===== src/rtl/recip_estimate_rom_if.sv =====
// rtl/recip_estimate_rom_if.sv - lookup bus between the reciprocal seed stage and its estimate table
interface recip_estimate_rom_if;
  logic [7:0] addr_i;
  logic [7:0] data_o;

  modport master (output addr_i, input data_o);
  modport slave (input addr_i, output data_o);
endinterface


===== src/rtl/recip_estimate_rom.sv =====
// rtl/recip_estimate_rom.sv - registered 256x8 reciprocal-estimate significand table
// Entry a holds the fraction bits of round(131072 / (256 + a)), i.e. the normalized 1.xxxxxxxx of 1/m.
module recip_estimate_rom (
  input  logic                 clk,
  input  logic                 reset,
  recip_estimate_rom_if.slave  rom
);

  logic [7:0] rom_q;
  logic [7:0] data_q = 8'h00;

  // Address 0 would need 9 bits (exact 2.0); the seed stage supplies that case, so only the low byte is kept.
  always_comb begin
    rom_q = 8'h00;
    case (rom.addr_i)
      8'h00: rom_q = 8'h00;  8'h01: rom_q = 8'hFE;  8'h02: rom_q = 8'hFC;  8'h03: rom_q = 8'hFA;
      8'h04: rom_q = 8'hF8;  8'h05: rom_q = 8'hF6;  8'h06: rom_q = 8'hF4;  8'h07: rom_q = 8'hF2;
      8'h08: rom_q = 8'hF0;  8'h09: rom_q = 8'hEF;  8'h0A: rom_q = 8'hED;  8'h0B: rom_q = 8'hEB;
      8'h0C: rom_q = 8'hE9;  8'h0D: rom_q = 8'hE7;  8'h0E: rom_q = 8'hE5;  8'h0F: rom_q = 8'hE4;
      8'h10: rom_q = 8'hE2;  8'h11: rom_q = 8'hE0;  8'h12: rom_q = 8'hDE;  8'h13: rom_q = 8'hDD;
      8'h14: rom_q = 8'hDB;  8'h15: rom_q = 8'hD9;  8'h16: rom_q = 8'hD7;  8'h17: rom_q = 8'hD6;
      8'h18: rom_q = 8'hD4;  8'h19: rom_q = 8'hD2;  8'h1A: rom_q = 8'hD1;  8'h1B: rom_q = 8'hCF;
      8'h1C: rom_q = 8'hCE;  8'h1D: rom_q = 8'hCC;  8'h1E: rom_q = 8'hCA;  8'h1F: rom_q = 8'hC9;
      8'h20: rom_q = 8'hC7;  8'h21: rom_q = 8'hC6;  8'h22: rom_q = 8'hC4;  8'h23: rom_q = 8'hC2;
      8'h24: rom_q = 8'hC1;  8'h25: rom_q = 8'hBF;  8'h26: rom_q = 8'hBE;  8'h27: rom_q = 8'hBC;
      8'h28: rom_q = 8'hBB;  8'h29: rom_q = 8'hB9;  8'h2A: rom_q = 8'hB8;  8'h2B: rom_q = 8'hB6;
      8'h2C: rom_q = 8'hB5;  8'h2D: rom_q = 8'hB3;  8'h2E: rom_q = 8'hB2;  8'h2F: rom_q = 8'hB1;
      8'h30: rom_q = 8'hAF;  8'h31: rom_q = 8'hAE;  8'h32: rom_q = 8'hAC;  8'h33: rom_q = 8'hAB;
      8'h34: rom_q = 8'hAA;  8'h35: rom_q = 8'hA8;  8'h36: rom_q = 8'hA7;  8'h37: rom_q = 8'hA5;
      8'h38: rom_q = 8'hA4;  8'h39: rom_q = 8'hA3;  8'h3A: rom_q = 8'hA1;  8'h3B: rom_q = 8'hA0;
      8'h3C: rom_q = 8'h9F;  8'h3D: rom_q = 8'h9D;  8'h3E: rom_q = 8'h9C;  8'h3F: rom_q = 8'h9B;
      8'h40: rom_q = 8'h9A;  8'h41: rom_q = 8'h98;  8'h42: rom_q = 8'h97;  8'h43: rom_q = 8'h96;
      8'h44: rom_q = 8'h95;  8'h45: rom_q = 8'h93;  8'h46: rom_q = 8'h92;  8'h47: rom_q = 8'h91;
      8'h48: rom_q = 8'h90;  8'h49: rom_q = 8'h8E;  8'h4A: rom_q = 8'h8D;  8'h4B: rom_q = 8'h8C;
      8'h4C: rom_q = 8'h8B;  8'h4D: rom_q = 8'h8A;  8'h4E: rom_q = 8'h88;  8'h4F: rom_q = 8'h87;
      8'h50: rom_q = 8'h86;  8'h51: rom_q = 8'h85;  8'h52: rom_q = 8'h84;  8'h53: rom_q = 8'h83;
      8'h54: rom_q = 8'h82;  8'h55: rom_q = 8'h80;  8'h56: rom_q = 8'h7F;  8'h57: rom_q = 8'h7E;
      8'h58: rom_q = 8'h7D;  8'h59: rom_q = 8'h7C;  8'h5A: rom_q = 8'h7B;  8'h5B: rom_q = 8'h7A;
      8'h5C: rom_q = 8'h79;  8'h5D: rom_q = 8'h78;  8'h5E: rom_q = 8'h76;  8'h5F: rom_q = 8'h75;
      8'h60: rom_q = 8'h74;  8'h61: rom_q = 8'h73;  8'h62: rom_q = 8'h72;  8'h63: rom_q = 8'h71;
      8'h64: rom_q = 8'h70;  8'h65: rom_q = 8'h6F;  8'h66: rom_q = 8'h6E;  8'h67: rom_q = 8'h6D;
      8'h68: rom_q = 8'h6C;  8'h69: rom_q = 8'h6B;  8'h6A: rom_q = 8'h6A;  8'h6B: rom_q = 8'h69;
      8'h6C: rom_q = 8'h68;  8'h6D: rom_q = 8'h67;  8'h6E: rom_q = 8'h66;  8'h6F: rom_q = 8'h65;
      8'h70: rom_q = 8'h64;  8'h71: rom_q = 8'h63;  8'h72: rom_q = 8'h62;  8'h73: rom_q = 8'h61;
      8'h74: rom_q = 8'h60;  8'h75: rom_q = 8'h5F;  8'h76: rom_q = 8'h5E;  8'h77: rom_q = 8'h5E;
      8'h78: rom_q = 8'h5D;  8'h79: rom_q = 8'h5C;  8'h7A: rom_q = 8'h5B;  8'h7B: rom_q = 8'h5A;
      8'h7C: rom_q = 8'h59;  8'h7D: rom_q = 8'h58;  8'h7E: rom_q = 8'h57;  8'h7F: rom_q = 8'h56;
      8'h80: rom_q = 8'h55;  8'h81: rom_q = 8'h54;  8'h82: rom_q = 8'h54;  8'h83: rom_q = 8'h53;
      8'h84: rom_q = 8'h52;  8'h85: rom_q = 8'h51;  8'h86: rom_q = 8'h50;  8'h87: rom_q = 8'h4F;
      8'h88: rom_q = 8'h4E;  8'h89: rom_q = 8'h4E;  8'h8A: rom_q = 8'h4D;  8'h8B: rom_q = 8'h4C;
      8'h8C: rom_q = 8'h4B;  8'h8D: rom_q = 8'h4A;  8'h8E: rom_q = 8'h49;  8'h8F: rom_q = 8'h49;
      8'h90: rom_q = 8'h48;  8'h91: rom_q = 8'h47;  8'h92: rom_q = 8'h46;  8'h93: rom_q = 8'h45;
      8'h94: rom_q = 8'h44;  8'h95: rom_q = 8'h44;  8'h96: rom_q = 8'h43;  8'h97: rom_q = 8'h42;
      8'h98: rom_q = 8'h41;  8'h99: rom_q = 8'h40;  8'h9A: rom_q = 8'h40;  8'h9B: rom_q = 8'h3F;
      8'h9C: rom_q = 8'h3E;  8'h9D: rom_q = 8'h3D;  8'h9E: rom_q = 8'h3D;  8'h9F: rom_q = 8'h3C;
      8'hA0: rom_q = 8'h3B;  8'hA1: rom_q = 8'h3A;  8'hA2: rom_q = 8'h3A;  8'hA3: rom_q = 8'h39;
      8'hA4: rom_q = 8'h38;  8'hA5: rom_q = 8'h37;  8'hA6: rom_q = 8'h37;  8'hA7: rom_q = 8'h36;
      8'hA8: rom_q = 8'h35;  8'hA9: rom_q = 8'h34;  8'hAA: rom_q = 8'h34;  8'hAB: rom_q = 8'h33;
      8'hAC: rom_q = 8'h32;  8'hAD: rom_q = 8'h32;  8'hAE: rom_q = 8'h31;  8'hAF: rom_q = 8'h30;
      8'hB0: rom_q = 8'h2F;  8'hB1: rom_q = 8'h2F;  8'hB2: rom_q = 8'h2E;  8'hB3: rom_q = 8'h2D;
      8'hB4: rom_q = 8'h2D;  8'hB5: rom_q = 8'h2C;  8'hB6: rom_q = 8'h2B;  8'hB7: rom_q = 8'h2B;
      8'hB8: rom_q = 8'h2A;  8'hB9: rom_q = 8'h29;  8'hBA: rom_q = 8'h29;  8'hBB: rom_q = 8'h28;
      8'hBC: rom_q = 8'h27;  8'hBD: rom_q = 8'h27;  8'hBE: rom_q = 8'h26;  8'hBF: rom_q = 8'h25;
      8'hC0: rom_q = 8'h25;  8'hC1: rom_q = 8'h24;  8'hC2: rom_q = 8'h23;  8'hC3: rom_q = 8'h23;
      8'hC4: rom_q = 8'h22;  8'hC5: rom_q = 8'h21;  8'hC6: rom_q = 8'h21;  8'hC7: rom_q = 8'h20;
      8'hC8: rom_q = 8'h1F;  8'hC9: rom_q = 8'h1F;  8'hCA: rom_q = 8'h1E;  8'hCB: rom_q = 8'h1E;
      8'hCC: rom_q = 8'h1D;  8'hCD: rom_q = 8'h1C;  8'hCE: rom_q = 8'h1C;  8'hCF: rom_q = 8'h1B;
      8'hD0: rom_q = 8'h1A;  8'hD1: rom_q = 8'h1A;  8'hD2: rom_q = 8'h19;  8'hD3: rom_q = 8'h19;
      8'hD4: rom_q = 8'h18;  8'hD5: rom_q = 8'h17;  8'hD6: rom_q = 8'h17;  8'hD7: rom_q = 8'h16;
      8'hD8: rom_q = 8'h16;  8'hD9: rom_q = 8'h15;  8'hDA: rom_q = 8'h15;  8'hDB: rom_q = 8'h14;
      8'hDC: rom_q = 8'h13;  8'hDD: rom_q = 8'h13;  8'hDE: rom_q = 8'h12;  8'hDF: rom_q = 8'h12;
      8'hE0: rom_q = 8'h11;  8'hE1: rom_q = 8'h10;  8'hE2: rom_q = 8'h10;  8'hE3: rom_q = 8'h0F;
      8'hE4: rom_q = 8'h0F;  8'hE5: rom_q = 8'h0E;  8'hE6: rom_q = 8'h0E;  8'hE7: rom_q = 8'h0D;
      8'hE8: rom_q = 8'h0D;  8'hE9: rom_q = 8'h0C;  8'hEA: rom_q = 8'h0B;  8'hEB: rom_q = 8'h0B;
      8'hEC: rom_q = 8'h0A;  8'hED: rom_q = 8'h0A;  8'hEE: rom_q = 8'h09;  8'hEF: rom_q = 8'h09;
      8'hF0: rom_q = 8'h08;  8'hF1: rom_q = 8'h08;  8'hF2: rom_q = 8'h07;  8'hF3: rom_q = 8'h07;
      8'hF4: rom_q = 8'h06;  8'hF5: rom_q = 8'h06;  8'hF6: rom_q = 8'h05;  8'hF7: rom_q = 8'h05;
      8'hF8: rom_q = 8'h04;  8'hF9: rom_q = 8'h04;  8'hFA: rom_q = 8'h03;  8'hFB: rom_q = 8'h03;
      8'hFC: rom_q = 8'h02;  8'hFD: rom_q = 8'h02;  8'hFE: rom_q = 8'h01;  8'hFF: rom_q = 8'h01;
    endcase
  end

  always_ff @(posedge clk) begin
    if (reset) data_q <= 8'h00;
    else       data_q <= rom_q;
  end

  assign rom.data_o = data_q;

endmodule


===== src/flat_wrapper.sv =====
// flat-port wrapper written by rule: the top's interface ports become plain ports
module recip_estimate_rom_flat 
  (clk, reset, rom_addr_i, rom_data_o);
  recip_estimate_rom_if rom_i ();
  input  logic clk;
  input  logic reset;
  input wire logic [$bits(rom_i.addr_i)-1:0] rom_addr_i;
  output wire logic [$bits(rom_i.data_o)-1:0] rom_data_o;
  assign rom_i.addr_i = rom_addr_i;
  assign rom_data_o = rom_i.data_o;
  recip_estimate_rom u_core (.clk(clk), .reset(reset), .rom(rom_i));
endmodule

===== config.mk =====
export PLATFORM = sky130hd
export DESIGN_NAME = recip_estimate_rom_flat
export DESIGN_NICKNAME = d
export VERILOG_FILES = /design/src/rtl/recip_estimate_rom_if.sv /design/src/rtl/recip_estimate_rom.sv /design/src/flat_wrapper.sv
export SDC_FILE = /design/constraint.sdc
export NUM_CORES = 1
export LEC_CHECK = 0
export CORE_UTILIZATION = 54
export DETAILED_ROUTE_END_ITERATION = 8
export GPL_TIMING_DRIVEN = 1
export PLACE_DENSITY = 0.78
export SETUP_SLACK_MARGIN = 0.5
export SLEW_MARGIN = 15
export SYNTH_ARGS = -nofsm -noshare
export SYNTH_HDL_FRONTEND = slang
export SYNTH_SLANG_ARGS = --single-unit

===== constraint.sdc =====
create_clock -name clk -period 2.4 [get_ports clk]
set_input_delay 0.72 -clock clk [delete_from_list [all_inputs] [get_ports clk]]
set_output_delay 0.72 -clock clk [all_outputs]
set_load 0.03 [all_outputs]

Word-level counts from Yosys, hierarchy flattened:

Memory sizes are Yosys's and may differ from the RTL's. A register that Yosys moved wholly into a read port is not among the register bits.
Cells that the tools add are included.

* register bits after elaboration: 0
* bits in read-only memories: 2048
* input port bits: 10
* output and inout port bits: 8
* word-level logic and storage cells: 1
* memories: 1

Memory list
* (no name shown): depth 256, width 8, rd ports 1, clocked after memory_dff 1, wr ports 0, line recip_estimate_rom.sv:15 `case (rom.addr_i)`

Logic depth before layout (Yosys ltp):

* word-level depth: 0
* gate-level depth with buffers: 10
* mapped depth without buffers: 8

Worst setup path before layout:

No wires, ideal clock.

* path kind: in2reg
* from: input rom_addr_i[0]
* to: register u_core.data_q[0], in the netlist u_core.rom.data_o[0]
* setup time: 0.140 ns
* arrival time: 2.185 ns
* slack: 0.075 ns
* stages: 9
* path buffers: 1
* cells stage by stage: inv_1 > ha_1 > buf_2 > nor2_1 > a21oi_1 > a211o_1 > o2111ai_1 > a311o_1 > o221ai_1

RTL lines
* start, declared: line flat_wrapper.sv:7 `input wire logic [$bits(rom_i.addr_i)-1:0] rom_addr_i;`
* end, declared: line recip_estimate_rom.sv:10 `logic [7:0] data_q = 8'h00;`

==> impl_metrics.env <==
export IMPL_wl_per_cell_um=20.0
export IMPL_finalWorstSetupSlack_ns=0.279
export IMPL_dp_hpwl_um=5650
export IMPL_synth_seq_cells=8
export IMPL_end_kind="flop"
export IMPL_synth_distinct_cells=56
export IMPL_fmaxAchievable_ghz=0.472
export IMPL_track_usage_pct=41.2
export IMPL_h_tree_depth=1
export IMPL_crit_arrival_ns=2.23
export IMPL_route_vias_total=2888
export IMPL_startpoint="rom_addr_i[0]"
export IMPL_crit_type="input pin to flop"
export IMPL_core_area_mm2=0.00366
export IMPL_status="finished clean"
export IMPL_cts_buffers=3
export IMPL_grt_pass1_wl_um=13100
export IMPL_synthTopCellsByArea="ha_1 7.9%, dfxtp_1 7.8%, o21ai_0 7.8%"
export IMPL_area_growth_pct=43.2
export IMPL_numPortBuffers=17
export IMPL_power_density_mw_per_mm2=310
export IMPL_grt_pass1_vias=2642
export IMPL_max_vdd_ir_drop_v=0.000181
export IMPL_clk_path_buf_depth=2
export IMPL_synthFlopType="dfxtp_1"
export IMPL_drt_first_pass_iters=6
export IMPL_viasPerCell=6.94
export IMPL_die_h_um=63.6
export IMPL_grt_overflow=0
export IMPL_final_nets=393
export IMPL_ant_nets=0
export IMPL_slew_viol_final=0
export IMPL_largest_reg_flops=8
export IMPL_min_period_over_period_pct=88.4
export IMPL_n_antenna_cell=0
export IMPL_pre_cts_slack_ns=-0.565
export IMPL_drt_wl_total_um=8320
export IMPL_grt_setup_unrepaired="true"
export IMPL_yosys_top_cells_count="32 x o21ai_0, 29 x a21oi_1, 27 x nand2_1"
export IMPL_fillers=267
export IMPL_min_from="rom_addr_i[4]"
export IMPL_synth_cells=310
export IMPL_final_setup_viol_count=0
export IMPL_io_pins=18
export IMPL_drv_cap=0
export IMPL_placed_area_mm2=0.00263
export IMPL_synth_nets=333
export IMPL_antenna_found_initial=0
export IMPL_async_flop_share_pct=0
export IMPL_tightest_slew_ns=0.492
export IMPL_cts_tree="built"
export IMPL_hold_class="input pin to flop"
export IMPL_hold_viol=0
export IMPL_synth_top_cell_area_share_pct=7.93
export IMPL_cts_root_buf="clkbuf_8"
export IMPL_drc_errors=0
export IMPL_p_leak_uw=0.00115
export IMPL_ys_seq_area_share_pct=7.80
export IMPL_required_ns=2.51
export IMPL_cts_sinks=8
export IMPL_startpoint_type="input pin"
export IMPL_die_w_um=63.6
export IMPL_grt_max_degree=38
export IMPL_start_util_pct=56.0
export IMPL_yosysTopAreaCell="ha_1"
export IMPL_cp_max_fo=8
export IMPL_place_congestion=1.02
export IMPL_synth_area_mm2=0.00205
export IMPL_finalCriticalPeriod_ns=2.12
export IMPL_drive_above_1_share_pct=34.8
export IMPL_avgSynthCellArea_um2=6.62
export IMPL_worst_setup_hold_path_clk_slew_ns=0.05
export IMPL_synth_edf_count=0
export IMPL_drt_iter0_drc=451
export IMPL_yosysMostFrequentCell="o21ai_0"
export IMPL_maxSlewHeadroom_pct=67.1
export IMPL_postLayoutCellArea_mm2=0.00294
export IMPL_die_area_mm2=0.00405
export IMPL_ys_warn_count=0
export IMPL_rows=22
-- final cells by class --
| cell class | count | area [um^2] | share of cell area, % |
|---|---|---|---|
| Clock buffer | 3 | 41.3 | 1.41 |
| Tap cell | 48 | 60.1 | 2.04 |
| Sequential cell | 8 | 160 | 5.45 |
| Inverter | 8 | 41.3 | 1.41 |
| Timing Repair Buffer | 87 | 746 | 25.4 |
| Multi-Input combinational cell | 262 | 1890 | 64.3 |
-- kinds of logic (layout without fill, tap and decap cells) --
group	Yosys count	in the layout	share of synthesized area (%)
xor gates and xnor gates	1	1	0.427
and+or+nand+nor	110	110	27.0
adders and majority gates	13	13	7.93
muxes	7	7	3.60
AOI/OAI and AO/OA	131	131	42.3
buffers and inverters	40	98	11.0
DFF	8	8	7.80
-- routing by layer --
metal	GRT usage, %	share of wire [%]	routed length, um
met1	55.1	40	3340
met2	62.2	44	3670
met3	7.07	11	882
met4	21.9	5.2	430
met5	0	0	0
-- per-stage QoR --
stage / TNS (ns) / power, uW / hold WS [ns] / std cells / util (%)
5_1_grt: 0 / 945 / 1.19 / 416 / 80.2
2_1_floorplan: 0 / 464 / 0.963 / 310 / -
3_3_place_gp: -3.15 / 650 / 1.43 / 408 / 71.8
4_1_cts: 0 / 859 / 1.13 / 415 / 77.6
6_report: 0 / 910 / 1.16 / 416 / 80.2
3_5_place_dp: -3.40 / 655 / 1.44 / 408 / 71.8
-- power breakdown --
part	internal, uW	total [uW]	switching (uW)
registers	145	149	3.50
logic	251	578	328
clock network	110	182	72.0
total	506	910	403
-- worst max-delay path, cell delays in order --
cell	delay (ns)
buf_8	0.08
clkinvlp_4	0.12
ha_4	0.35
buf_6	0.13
nand2_1	0.12
a31oi_1	0.26
nand3_1	0.11
a31oi_1	0.22
o221ai_2	0.13
-- worst paths after layout --
path | endpoint | slack, ns | cells past startpoint
hold / removal | u_core.rom.data_o[3]$_SDFF_PP0_ | 1.16 | 5
setup / recovery | u_core.rom.data_o[0]$_SDFF_PP0_ | 0.28 | 9
-- what timing repair did --
| item | 4_1_cts | 5_1_grt |
|---|---|---|
| pin swaps | 18 | 8 |
| hold buffers | 0 | 0 |
| endpoints found under the setup margin | 16 | 7 |
| resized for setup | 57 | 24 |
| setup buffers | 4 | 1 |
| endpoints found under the hold margin | 0 | 0 |
-- cell usage in the layout, fill, tap and decap left out, types with 4 or more instances in the layout --
cell type      count
o22ai_1            4
o21ai_0           28
nor2_1            20
ha_2               4
o2111ai_1          5
a21oi_2            4
o211ai_1           8
buf_6              6
nand2_1           25
o31ai_1            4
nor2b_1            5
a31oi_1            6
dlygate4sd2_1     10
nand3_1           16
nand3b_1           4
a311oi_1           5
dfxtp_1            8
nor3_1             8
nand2b_1          11
o21ai_1            6
ha_4               6
buf_4             60
a211oi_2           7
a21oi_1           25
(Power assumes the default switching activity.)
